$ cat src/rtl/spike_rhythm_classifier.sv
// -----------------------------------------------------------------------------
// spike_rhythm_classifier
//
// Purpose:
//   Turns the spike train of the positive-current AdEx neuron into beat events,
//   measures the R-R interval (in clock cycles) between consecutive beats,
//   keeps an exponentially weighted running average of that interval and
//   classifies every beat as normal / premature / late relative to the
//   average. Each beat is also tagged when the inverted-current neuron fired
//   since the previous beat.
//
// Ports:
//   clk          in   system clock
//   rst          in   asynchronous active-high reset
//   spike        in   spike from the positive-current neuron (may stay high)
//   spike_neg    in   spike from the inverted-current neuron
//   beat_valid   out  one-cycle pulse per accepted beat
//   rr_interval  out  interval of the beat flagged by beat_valid (held)
//   rr_avg       out  running average interval (held between beats)
//   beat_type    out  00 normal, 01 premature, 10 late, 11 first/unclassified
//   neg_seen     out  spike_neg rising edge since previous beat (held)
//   timeout      out  one-cycle pulse when the interval counter hits RR_MAX
// -----------------------------------------------------------------------------
module spike_rhythm_classifier #(
    parameter int CNT_W     = 16,
    parameter int REFRACT   = 40,
    parameter int RR_MAX    = 2000,
    parameter int AVG_SHIFT = 3,
    parameter int TOL_SHIFT = 2
) (
    input  logic             clk,
    input  logic             rst,
    input  logic             spike,
    input  logic             spike_neg,
    output logic             beat_valid,
    output logic [CNT_W-1:0] rr_interval,
    output logic [CNT_W-1:0] rr_avg,
    output logic [1:0]       beat_type,
    output logic             neg_seen,
    output logic             timeout
);

    typedef enum logic [2:0] {
        IDLE      = 3'd0,
        FIRST_REF = 3'd1,
        FIRST_ARM = 3'd2,
        REFR      = 3'd3,
        ARMED     = 3'd4
    } state_t;

    localparam logic [CNT_W-1:0] CNT_SAT   = '1;
    localparam logic [CNT_W-1:0] REFRACT_C = CNT_W'(REFRACT);
    localparam logic [CNT_W-1:0] RR_MAX_C  = CNT_W'(RR_MAX);

    localparam logic [1:0] BT_NORMAL    = 2'b00;
    localparam logic [1:0] BT_PREMATURE = 2'b01;
    localparam logic [1:0] BT_LATE      = 2'b10;
    localparam logic [1:0] BT_FIRST     = 2'b11;

    // ------------------------------------------------------------------
    // Registers
    // ------------------------------------------------------------------
    state_t           state_reg,       state_next;
    logic             spike_d_reg;
    logic             spike_neg_d_reg;
    logic [CNT_W-1:0] cnt_reg,         cnt_next;
    logic             neg_acc_reg,     neg_acc_next;
    logic             beat_valid_reg,  beat_valid_next;
    logic             timeout_reg,     timeout_next;
    logic [CNT_W-1:0] rr_interval_reg, rr_interval_next;
    logic [CNT_W-1:0] rr_avg_reg,      rr_avg_next;
    logic [1:0]       beat_type_reg,   beat_type_next;
    logic             neg_seen_reg,    neg_seen_next;

    // ------------------------------------------------------------------
    // Edge detection
    // ------------------------------------------------------------------
    logic spike_edge;
    logic neg_edge;

    assign spike_edge = spike & ~spike_d_reg;
    assign neg_edge   = spike_neg & ~spike_neg_d_reg;

    // ------------------------------------------------------------------
    // Classification and average arithmetic.
    // Everything is widened by one bit so avg + tol cannot wrap and the
    // signed difference rr - avg keeps its sign.
    // ------------------------------------------------------------------
    logic        [CNT_W:0] rr_ext;
    logic        [CNT_W:0] avg_ext;
    logic        [CNT_W:0] tol_ext;
    logic        [CNT_W:0] band_lo;
    logic        [CNT_W:0] band_hi;
    logic signed [CNT_W:0] diff;
    logic signed [CNT_W:0] step;
    logic        [CNT_W-1:0] avg_upd;
    logic        [1:0]       class_type;

    always_comb begin
        rr_ext  = {1'b0, cnt_reg};
        avg_ext = {1'b0, rr_avg_reg};
        tol_ext = {1'b0, (rr_avg_reg >> TOL_SHIFT)};
        band_lo = avg_ext - tol_ext;
        band_hi = avg_ext + tol_ext;

        // Arithmetic shift floors toward minus infinity, so a shorter
        // interval pulls the average down by at least one count.
        diff    = $signed(rr_ext) - $signed(avg_ext);
        step    = diff >>> AVG_SHIFT;
        avg_upd = CNT_W'($signed(avg_ext) + step);

        // Band edges are inclusive to normal.
        if (rr_ext < band_lo) begin
            class_type = BT_PREMATURE;
        end else if (rr_ext > band_hi) begin
            class_type = BT_LATE;
        end else begin
            class_type = BT_NORMAL;
        end
    end

    // ------------------------------------------------------------------
    // State register
    // ------------------------------------------------------------------
    always_ff @(posedge clk or posedge rst) begin
        if (rst) begin
            state_reg <= IDLE;
        end else begin
            state_reg <= state_next;
        end
    end

    // ------------------------------------------------------------------
    // Next-state and beat-output logic
    // ------------------------------------------------------------------
    logic accept;

    always_comb begin
        state_next       = state_reg;
        accept           = 1'b0;
        rr_interval_next = rr_interval_reg;
        rr_avg_next      = rr_avg_reg;
        beat_type_next   = beat_type_reg;

        case (state_reg)
            IDLE: begin
                // Very first beat has no predecessor, so no interval.
                if (spike_edge) begin
                    accept           = 1'b1;
                    rr_interval_next = '0;
                    beat_type_next   = BT_FIRST;
                    state_next       = FIRST_REF;
                end
            end
            FIRST_REF: begin
                if (cnt_reg == REFRACT_C) begin
                    state_next = FIRST_ARM;
                end
            end
            FIRST_ARM: begin
                // First real interval seeds the average directly.
                if (spike_edge) begin
                    accept           = 1'b1;
                    rr_interval_next = cnt_reg;
                    rr_avg_next      = cnt_reg;
                    beat_type_next   = BT_FIRST;
                    state_next       = REFR;
                end
            end
            REFR: begin
                if (cnt_reg == REFRACT_C) begin
                    state_next = ARMED;
                end
            end
            ARMED: begin
                if (spike_edge) begin
                    accept           = 1'b1;
                    rr_interval_next = cnt_reg;
                    rr_avg_next      = avg_upd;
                    beat_type_next   = class_type;
                    state_next       = REFR;
                end
            end
            default: begin
                state_next = IDLE;
            end
        endcase
    end

    // ------------------------------------------------------------------
    // Interval counter, neg accumulator and pulse outputs
    // ------------------------------------------------------------------
    logic armed_window;

    assign armed_window = (state_reg == FIRST_ARM) || (state_reg == ARMED);

    always_comb begin
        cnt_next        = cnt_reg;
        neg_acc_next    = neg_acc_reg;
        neg_seen_next   = neg_seen_reg;
        beat_valid_next = accept;
        timeout_next    = 1'b0;

        if (accept) begin
            // cnt counts cycles since the beat edge, so the value sampled
            // at the next beat edge is exactly the edge-to-edge distance.
            cnt_next      = {{(CNT_W-1){1'b0}}, 1'b1};
            // A spike_neg edge coincident with the beat belongs to it.
            neg_seen_next = neg_acc_reg | neg_edge;
            neg_acc_next  = 1'b0;
        end else begin
            if (cnt_reg != CNT_SAT) begin
                cnt_next = cnt_reg + 1'b1;
            end
            neg_acc_next = neg_acc_reg | neg_edge;
            // Only the transition onto RR_MAX fires; the counter passes
            // this value once per interval, giving a single pulse.
            if (armed_window && (cnt_next == RR_MAX_C) && (cnt_reg != RR_MAX_C)) begin
                timeout_next = 1'b1;
            end
        end
    end

    always_ff @(posedge clk or posedge rst) begin
        if (rst) begin
            spike_d_reg     <= 1'b0;
            spike_neg_d_reg <= 1'b0;
            cnt_reg         <= '0;
            neg_acc_reg     <= 1'b0;
            beat_valid_reg  <= 1'b0;
            timeout_reg     <= 1'b0;
            rr_interval_reg <= '0;
            rr_avg_reg      <= '0;
            beat_type_reg   <= BT_FIRST;
            neg_seen_reg    <= 1'b0;
        end else begin
            spike_d_reg     <= spike;
            spike_neg_d_reg <= spike_neg;
            cnt_reg         <= cnt_next;
            neg_acc_reg     <= neg_acc_next;
            beat_valid_reg  <= beat_valid_next;
            timeout_reg     <= timeout_next;
            rr_interval_reg <= rr_interval_next;
            rr_avg_reg      <= rr_avg_next;
            beat_type_reg   <= beat_type_next;
            neg_seen_reg    <= neg_seen_next;
        end
    end

    assign beat_valid  = beat_valid_reg;
    assign timeout     = timeout_reg;
    assign rr_interval = rr_interval_reg;
    assign rr_avg      = rr_avg_reg;
    assign beat_type   = beat_type_reg;
    assign neg_seen    = neg_seen_reg;

endmodule

$ cat config.mk
export PLATFORM = sky130hd
export DESIGN_NAME = spike_rhythm_classifier
export DESIGN_NICKNAME = d
export VERILOG_FILES = /design/src/rtl/spike_rhythm_classifier.sv
export SDC_FILE = /design/constraint.sdc
export NUM_CORES = 1
export LEC_CHECK = 0
export CAP_MARGIN = 0
export CORE_MARGIN = 3
export CORE_UTILIZATION = 35
export CTS_BUF_LIST = sky130_fd_sc_hd__clkbuf_8
export CTS_CLUSTER_DIAMETER = 30
export CTS_CLUSTER_SIZE = 10
export DETAILED_ROUTE_END_ITERATION = 6
export GPL_ROUTABILITY_DRIVEN = 0
export PLACE_DENSITY = 0.56
export SLEW_MARGIN = 25
export SYNTH_ARGS = -nofsm -noshare
export SYNTH_HDL_FRONTEND = slang
export SYNTH_SLANG_ARGS = --single-unit
$ cat constraint.sdc
create_clock -name clk -period 3.52 [get_ports clk]
set_input_delay 0.704 -clock clk [delete_from_list [all_inputs] [get_ports clk]]
set_output_delay 0.704 -clock clk [all_outputs]
set_load 0.02 [all_outputs]
==> results.yml, run 1 <==
grt:
  track_usage_pct: 19.2
  grt_overflow_total: 0
  grtUsageMet3_pct: 1.90
  use_met1_pct: 24.4
  antenna_found_initial: 0
  grt_pass1_vias: 5872
  grt-busiest-layer: "met2"
  grt_max_degree: 60
  use_met2_pct: 34.1
  grt_pass1_wl_um: 28900
timing:
  skew_ns: 0.0113
  rsz0062_at_grt: "true"
  tns_ns: -0.103
  finalCriticalPeriod_ns: 3.62
  slew_violations: 0
  relSlewSlack_pct: 48.8
  timing.final.crit_share_pct: 103
  setup_slack_ns: -0.0982
  worst_pin_slew_ns: 0.768
  fmax_mhz: 276
  hold_viol: 0
  setup-violations-final: 2
cells_and_area:
  drive_above_1_share_pct: 25.0
  final_cell_mix: "buf_4, ha_1, nor2_1"
  antenna_cells: 0
  post-route-util_pct: 47.3
  regArea_sq_um: 1490
  design_area_sq_um: 7920
  fin_nets: 933
  layout_commonest_cell: "buf_4"
  fillers: 1558
  area_delta_synth_final_pct: 31.0
  multi_input_area_sq_um: 4670
placement:
  portBuffers: 40
  placed_area_sq_um: 7250
  dp_slack_ns: -0.212
  hpwlAfterDp_um: 14000
critical_path:
  arrival_ns: 3.85
  r2r_cells: 17
  crit_path_cell_trace: "inv_2 -> ha_4 -> a2111oi_4 -> buf_4 -> nor3_2 -> o21a_2 -> a311oi_2 -> xnor2_1 -> ha_1 -> a21o_1 -> a211oi_2 -> a21boi_4 -> o31ai_4 -> a31oi_2 -> xnor2_2 -> nand3_1 -> nor3b_2"
  critical_path.max_stage_delay_ns: 0.43
  setup.worst_path.end_class: "flop"
  slowest_stage: "dfrtp_2"
  start_kind: "flop"
  crit_buf_inv: 2
  worstPathMaxFanout: 4
  cp-startpoint: "rr_avg[1]"
  critical_path_class: "flop to flop"
  cp_top_family: "compound AO/OA/AOI/OAI gates"
  crit_required_ns: 3.75
  reg2reg_from: "rr_avg[1]"
  worst-path-stages: 17
floorplanning:
  die_h_um: 137
  start_util_pct: 36.1
  num_rows: 47
  io_pins: 41
  die_area_sq_um: 18900
  dieWidth_um: 137
  core-area_sq_um: 16800
drt:
  drtAntennaViolNets: 0
  drt-initial-drc-count: 258
  vias_per_cell: 5.46
  first_pass_iters: 4
  drc: 0
  wire_per_inst_um: 17.2
  drt-total-wl_um: 18300
  vias: 5791
synth:
  syn_area_per_cell_sq_um: 8.40
  synth_cells: 720
  ys_warn_count: 0
  ys_ff_latch: 59
  netlist_area_sq_um: 6050
  syn_nets: 818
  async_flop_share_pct: 100
  ys_seq_area_share_pct: 24.4
  ys_types: 74
  synth_flop_cell: "dfrtp_1"
  synth_edf_count: 0
job:
  cap_violations: 0
cts:
  htreeDepth: 3
  cts.reportedPaths.clkPinSlew_ns: 0.08
  cts.sinks: 59
  insertion_delay_ns: 0.35
  numCtsBuffers: 9
  cts_tree: "built"
  cts_buffer_depth: 2
  root_buffer: "clkbuf_8"
min_path:
  hp-start: "rr_interval[0]"
  whs_path_depth: 2
  hold_path_class: "flop to flop"
run_status:
  violations: "negative setup slack"
  status: "finished, violations left"
==> logic make-up after synthesis <==
group | share of synthesized area (%)
buffers and inverters | 5.07
multiplexers | 0.165
adder cells (fa/ha/maj) | 19.8
flip-flops | 24.4
AO/OA/AOI/OAI | 23.7
XOR/XNOR | 8.25
AND/OR/NAND/NOR | 18.6
==> cells in the mapped netlist (all sizes together) (2+ instances only) <==
library cell / count / area share, %
a21oi: 57 / 4.9
and2: 6 / 0.66
a22oi: 5 / 0.62
and4: 4 / 0.58
a21boi: 2 / 0.25
a21o: 16 / 2.0
nor2: 80 / 5.0
nor4: 6 / 0.72
dfrtp: 57 / 24
a22o: 14 / 2.0
xor2: 17 / 2.5
o31ai: 5 / 0.62
o211ai: 4 / 0.50
clkbuf: 19 / 1.2
a221oi: 3 / 0.54
o21ai: 40 / 3.3
fa: 3 / 0.99
xnor2: 40 / 5.8
buf: 14 / 1.4
a31oi: 13 / 1.6
o22ai: 6 / 0.62
a311oi: 2 / 0.29
nor3b: 2 / 0.33
o21a: 14 / 1.7
or3: 3 / 0.31
ha: 91 / 19
nand3: 17 / 1.4
o21bai: 7 / 0.87
and3: 7 / 0.89
nand2b: 14 / 1.6
nand2: 41 / 2.5
or2: 3 / 0.31
a211oi: 10 / 1.3
nor2b: 6 / 0.62
nand4: 10 / 1.3
a2111oi: 2 / 0.60
dfstp: 2 / 0.87
inv: 38 / 2.4
nor3: 23 / 2.0
==> repair_timing <==
item                                    in CTS  in global routing
endpoints found under the setup margin       4                 10
cloned                                       0                  0
pin swaps                                    9                 55
hold buffers                                 0                  0
resized for setup                           18                 76
setup buffers                                3                  8
==> worst min-delay path: cells and delay by family, from the launching register on <==
| kind | cells | cell delay [ns] |
|---|---|---|
| and+or+nand+nor | 1 | 0.04 |
| DFF | 1 | 0.34 |
| AOI/OAI and AO/OA | 1 | 0.06 |
==> area by class of cell <==
type	instances	area share [%]
multi-input combinational	589	58.9
sequential	59	18.8
timing repair buffer	137	14.4
tap	220	3.47
inverter	39	1.85
clock buffer	9	1.56
clock inverter	7	1.07
==> per-stage QoR <==
stage               std cells  hold WS [ns]
finish                   1060         0.481
global route             1060         0.533
CTS                      1052         0.487
detailed placement       1033         0.470
global placement         1033         0.467
floorplan                 720         0.446
==> path summary, 6_finish.rpt <==
check	endpoint	slack [ns]
max	rr_avg[15]	-0.1
min	rr_interval[0]	0.48
max reg2reg	rr_avg[15]	-0.1
min reg2reg	rr_interval[0]	0.48
max in group asynchronous	rr_avg[5]	2.07
min in group asynchronous	neg_seen	0.89
==> layer usage <==
metal / wire [um] / vias to the layer above / part of all wire, %
met4: 474 / 0 / 2.6
met2: 9240 / 128 / 51
met5: 0 / - / 0
li1: - / 2837 / -
met3: 526 / 32 / 2.9
met1: 8040 / 2794 / 44
Power of run 1 is not shown: default switching activity piles up to over one toggle a cycle in this logic, so the estimate is an artifact.
==> inputs of run 2 (changes only) <==
ABC_AREA = 1   (was default)
==> run 2 against run 1 <==
  * The run now ends clean
  * Maximum frequency is 9.1% higher
  * Wire length is 8.4% higher
  * Worst setup slack improved by 0.30 ns
  * Non-clock buffer count shrank 48
  * Area after synthesis rose by 5.1%
  * Clock skew rose by 0.0054 ns
  * Critical path depth rose by 6
  * Final cell count rose by 14%
  * Sequential cell count stayed put
  * Critical endpoint unchanged
==> results.yml, run 2 <==
drt:
  drtAntennaViolNets: 0
  vias_per_cell: 5.17
  drt-total-wl_um: 19800
  vias: 6228
  drt-initial-drc-count: 328
  drc: 0
  wire_per_inst_um: 16.5
  first_pass_iters: 5
timing:
  tns_ns: 0
  relSlewSlack_pct: 48.5
  timing.final.crit_share_pct: 94.2
  setup-violations-final: 0
  rsz0062_at_grt: "false"
  worst_pin_slew_ns: 0.772
  hold_viol: 0
  slew_violations: 0
  finalCriticalPeriod_ns: 3.32
  fmax_mhz: 302
  skew_ns: 0.0167
cts:
  numCtsBuffers: 9
  cts_tree: "built"
  htreeDepth: 3
  root_buffer: "clkbuf_8"
  cts.sinks: 59
  cts.reportedPaths.clkPinSlew_ns: 0.08
  cts_buffer_depth: 2
  insertion_delay_ns: 0.36
synth:
  syn_nets: 995
  synth_area_leaders: "dfrtp_1, ha_1, nand2_1, xor2_1, inv_1"
  synth_cells: 897
  ys_types: 50
  ys_warn_count: 0
  ys_ff_latch: 59
  netlist_area_sq_um: 6360
  synth_most_common_cell: "nand2_1"
  async_flop_share_pct: 100
  synth_flop_cell: "dfrtp_1"
  synth_edf_count: 0
  synth.top_cell.area_share_pct: 22.4
  ys_seq_area_share_pct: 23.3
  yosysTopAreaCell: "dfrtp_1"
  synthTopCellsByCount: "nand2_1, inv_1, ha_1, a21oi_1, nor2_1"
  syn_area_per_cell_sq_um: 7.09
min_path:
  hold_path_class: "flop to flop"
  hp-start: "rr_interval[1]"
critical_path:
  crit_required_ns: 3.78
  reg2reg_from: "rr_avg[6]"
  cp-startpoint: "rr_avg[6]"
  critical_path_class: "flop to flop"
  start_kind: "flop"
  arrival_ns: 3.58
  worstPathMaxFanout: 4
  setup.worst_path.end_class: "flop"
cells_and_area:
  final_cell_mix: "nand2_1, inv_1, ha_1"
  fin_nets: 1073
  area_delta_synth_final_pct: 19.2
  antenna_cells: 0
  drive_above_1_share_pct: 11.3
  layout_commonest_cell: "nand2_1"
floorplanning:
  start_util_pct: 36.3
  dieWidth_um: 141
  io_pins: 41
  core-area_sq_um: 17500
  die_h_um: 141
  num_rows: 48
  die_area_sq_um: 19800
run_status:
  status: "completed"
power_and_ir_drop:
  peakVddDrop_uv: 390
  leakage_uw: 0.00385
  p_per_area_nw_per_um2: 1130
  power_uw: 8570
grt:
  grt_overflow_total: 0
  track_usage_pct: 20.4
  antenna_found_initial: 0
  grt_max_degree: 60
  grt_pass1_vias: 6225
  grt_pass1_wl_um: 32100
placement:
  portBuffers: 40
  hpwlAfterDp_um: 15800
job:
  cap_violations: 0
-- run 2: worst paths after layout --
kind                                  endpoint  slack, ns  cells after the start
worst min register to register  rr_interval[1]       0.49                      2
worst max-delay path                rr_avg[15]       0.20                     23
max in group asynchronous            rr_avg[2]       2.08                      3
worst max register to register      rr_avg[15]       0.20                     23
min in group asynchronous          cnt_reg[12]       0.87                      3
worst min-delay path            rr_interval[1]       0.49                      2
-- run 2: kinds of logic after synthesis --
| group | after synthesis | share of synthesized area, % |
|---|---|---|
| AND/OR/NAND/NOR | 350 | 24.1 |
| AO/OA/AOI/OAI | 203 | 17.7 |
| flip-flops | 59 | 23.3 |
| adder cells (fa/ha/maj) | 94 | 18.9 |
| buffers and inverters | 137 | 8.68 |
| XOR/XNOR | 54 | 7.44 |
-- run 2: layout make-up --
class | instances | area [sq um]
inverters | 115 | 432
clock inverters | 4 | 73.8
flip-flops and latches | 59 | 1480
multi-input cells | 701 | 4390
fillers | 1828 | 9960
repair buffers | 89 | 768
clock buffers | 11 | 151
well taps | 225 | 282
-- run 2: repair_timing --
action | 4_1_cts | 5_1_grt
gates resized for setup | 0 | 15
hold endpoints to repair | 0 | 0
setup endpoints to repair | 0 | 8
hold buffers | 0 | 0
setup buffers | 0 | 2
-- run 2: metrics by stage --
stage / setup slack (ns) / utilization, % / instance area, sq um / std cells / hold slack, ns
4_1_cts: 0.0490 / 42.8 / 7500 / 1202 / 0.496
6_report: 0.204 / 43.2 / 7580 / 1204 / 0.490
5_1_grt: 0.00928 / 43.2 / 7580 / 1204 / 0.516
2_1_floorplan: 0.348 / - / 6360 / 897 / 0.462
3_3_place_gp: 0.164 / 41.5 / 7270 / 1187 / 0.473
3_5_place_dp: 0.0903 / 41.5 / 7270 / 1187 / 0.476
-- run 2: layer usage --
layer	vias up	global-route usage [%]	part of all wire [%]
met4	0	5.41	1.3
met2	147	34.2	47
met1	2918	27.6	47
met5	-	0	0
li1	3145	-	-
met3	18	2.68	4.8
-- run 2: power by group --
part / total (uW) / internal (uW) / switching [uW] / leakage (uW)
registers: 993 / 858 / 135 / 0.000768
clock network: 736 / 433 / 302 / 0.000115
logic: 6840 / 2660 / 4180 / 0.00297
-- run 2: critical path, cell delays in order (launching register included) --
cell and delay, ns:
dfrtp_1 0.38, inv_1 0.16, ha_1 0.31, nand2_1 0.10, a21oi_1 0.04, a211oi_1 0.16, nand2_1 0.12, a21oi_1 0.24
o21bai_1 0.14, nand2_1 0.10, nand2_1 0.05, nand2_1 0.06, nand2_1 0.05, ha_1 0.33, a21oi_2 0.16, o21bai_1 0.07
a21oi_1 0.13, o21ai_0 0.09, a21oi_1 0.20, inv_1 0.07, nand2_1 0.07, nand3_1 0.06, nand2_1 0.07, nand2_1 0.04
Note: power is estimated with default switching activity, not from simulation.
==> inputs of run 3 (changes only) <==
CAP_MARGIN = default   (was 0)
SETUP_SLACK_MARGIN = 0.2   (was default)
==> run 3 against run 2 <==
  * Worst hold slack lost 0.00096 ns
  * Utilization grew 1.2 points
  * Design area grew 2.7%
==> results.yml, run 3 (same netlist as run 2, synthesis figures left out) <==
cells_and_area:
  area_delta_synth_final_pct: 22.4
  final_cell_mix: "nand2_1, inv_1, ha_1"
  antenna_cells: 0
  multi_input_area_sq_um: 4550
  regArea_sq_um: 1480
  layout_commonest_cell: "nand2_1"
  post-route-util_pct: 44.4
  drive_above_1_share_pct: 14.9
  fin_nets: 1079
  fillers: 1802
floorplanning:
  io_pins: 41
  die_h_um: 141
  num_rows: 48
  die_area_sq_um: 19800
  start_util_pct: 36.3
  core-area_sq_um: 17500
  dieWidth_um: 141
timing:
  tns_ns: 0
  worst_pin_slew_ns: 0.776
  rsz0062_at_grt: "true"
  hold_viol: 0
  timing.final.crit_share_pct: 90.9
  setup_slack_ns: 0.320
  slew_violations: 0
  fmax_mhz: 313
  relSlewSlack_pct: 48.3
  finalCriticalPeriod_ns: 3.20
  skew_ns: 0.0119
  setup-violations-final: 0
run_status:
  status: "completed"
cts:
  htreeDepth: 3
  numCtsBuffers: 9
  cts_buffer_depth: 2
  ctsHoldBuffers: 0
  cts_tree: "built"
  insertion_delay_ns: 0.36
  cts.reportedPaths.clkPinSlew_ns: 0.08
  root_buffer: "clkbuf_8"
  cts.sinks: 59
placement:
  hpwlAfterDp_um: 15800
  dp_slack_ns: 0.0903
  portBuffers: 40
drt:
  drc: 0
  first_pass_iters: 5
  drt-total-wl_um: 20100
  vias_per_cell: 5.15
  drt-initial-drc-count: 283
  wire_per_inst_um: 16.6
  drtAntennaViolNets: 0
  vias: 6233
critical_path:
  r2r_setup_slack_ns: 0.32
  setup.worst_path.end_class: "flop"
  start_kind: "flop"
  arrival_ns: 3.44
  critical_path_class: "flop to flop"
  worstPathMaxFanout: 5
  crit_required_ns: 3.76
grt:
  track_usage_pct: 20.4
  grt_overflow_total: 0
  antenna_found_initial: 0
  grt_pass1_vias: 6232
  grt_pass1_wl_um: 32200
  grt_max_degree: 60
job:
  cap_violations: 0
min_path:
  hold_path_class: "flop to flop"
## run 3: cell types whose count changed in the layout (fill, tap and decap cells not counted), moves of 4 or more
| cell | change |
|---|---|
| ha_1 | -10 |
| a21oi_1 | -8 |
| a21oi_2 | +8 |
| ha_4 | +7 |
| buf_4 | +6 |
| nand2_1 | -4 |
| nand2_2 | +4 |
| o21ai_0 | -4 |
## run 3: path summary, 6_finish.rpt
kind                           startpoint        endpoint  cells past startpoint
max                             rr_avg[9]      rr_avg[12]                     16
min                        rr_interval[1]  rr_interval[1]                      2
max reg2reg                     rr_avg[9]      rr_avg[12]                     16
min reg2reg                rr_interval[1]  rr_interval[1]                      2
max in group asynchronous             rst       rr_avg[2]                      3
min in group asynchronous             rst     cnt_reg[12]                      3
## run 3: layout make-up
cell class	instances	share of cell area (%)
multi-input combinational	701	58.5
clock inverter	4	0.949
inverter	115	5.55
sequential	59	19.0
timing repair buffer	95	10.5
tap	225	3.62
clock buffer	11	1.95
## run 3: metal layers
metal	share of wire, %	global-route usage [%]	wire length [um]	up-vias
met3	4.9	2.61	993	23
met2	47	34.2	9560	137
li1	-	-	-	3165
met5	0	0	0	-
met4	1.4	5.56	288	0
met1	46	27.7	9300	2908
## run 3: worst max-delay path, cell delays in order (launching register included)
cell      delay [ns]
dfrtp_1         0.34
inv_1           0.12
ha_1            0.43
a21oi_2         0.10
o21ai_0         0.31
a21oi_2         0.08
o21bai_1        0.24
xor2_1          0.19
ha_1            0.29
inv_1           0.11
o21bai_2        0.09
a31oi_1         0.16
nand3_1         0.11
a21oi_1         0.13
o21ai_1         0.09
o211ai_1        0.14
o21ai_0         0.13
## run 3: repair_timing
item                       CTS  global route
resized for setup            4            47
setup buffers                0             8
pin swaps                    0            13
cloned                       0             0
setup endpoints to repair    6            11
## run 3: stage by stage
step | cells | hold WS, ns | area [sq um]
2_1_floorplan | 897 | 0.462 | 6360
3_3_place_gp | 1187 | 0.473 | 7270
3_5_place_dp | 1187 | 0.476 | 7270
4_1_cts | 1202 | 0.496 | 7510
5_1_grt | 1210 | 0.516 | 7780
6_report | 1210 | 0.489 | 7780
Power of run 3 is left out for the same reason.
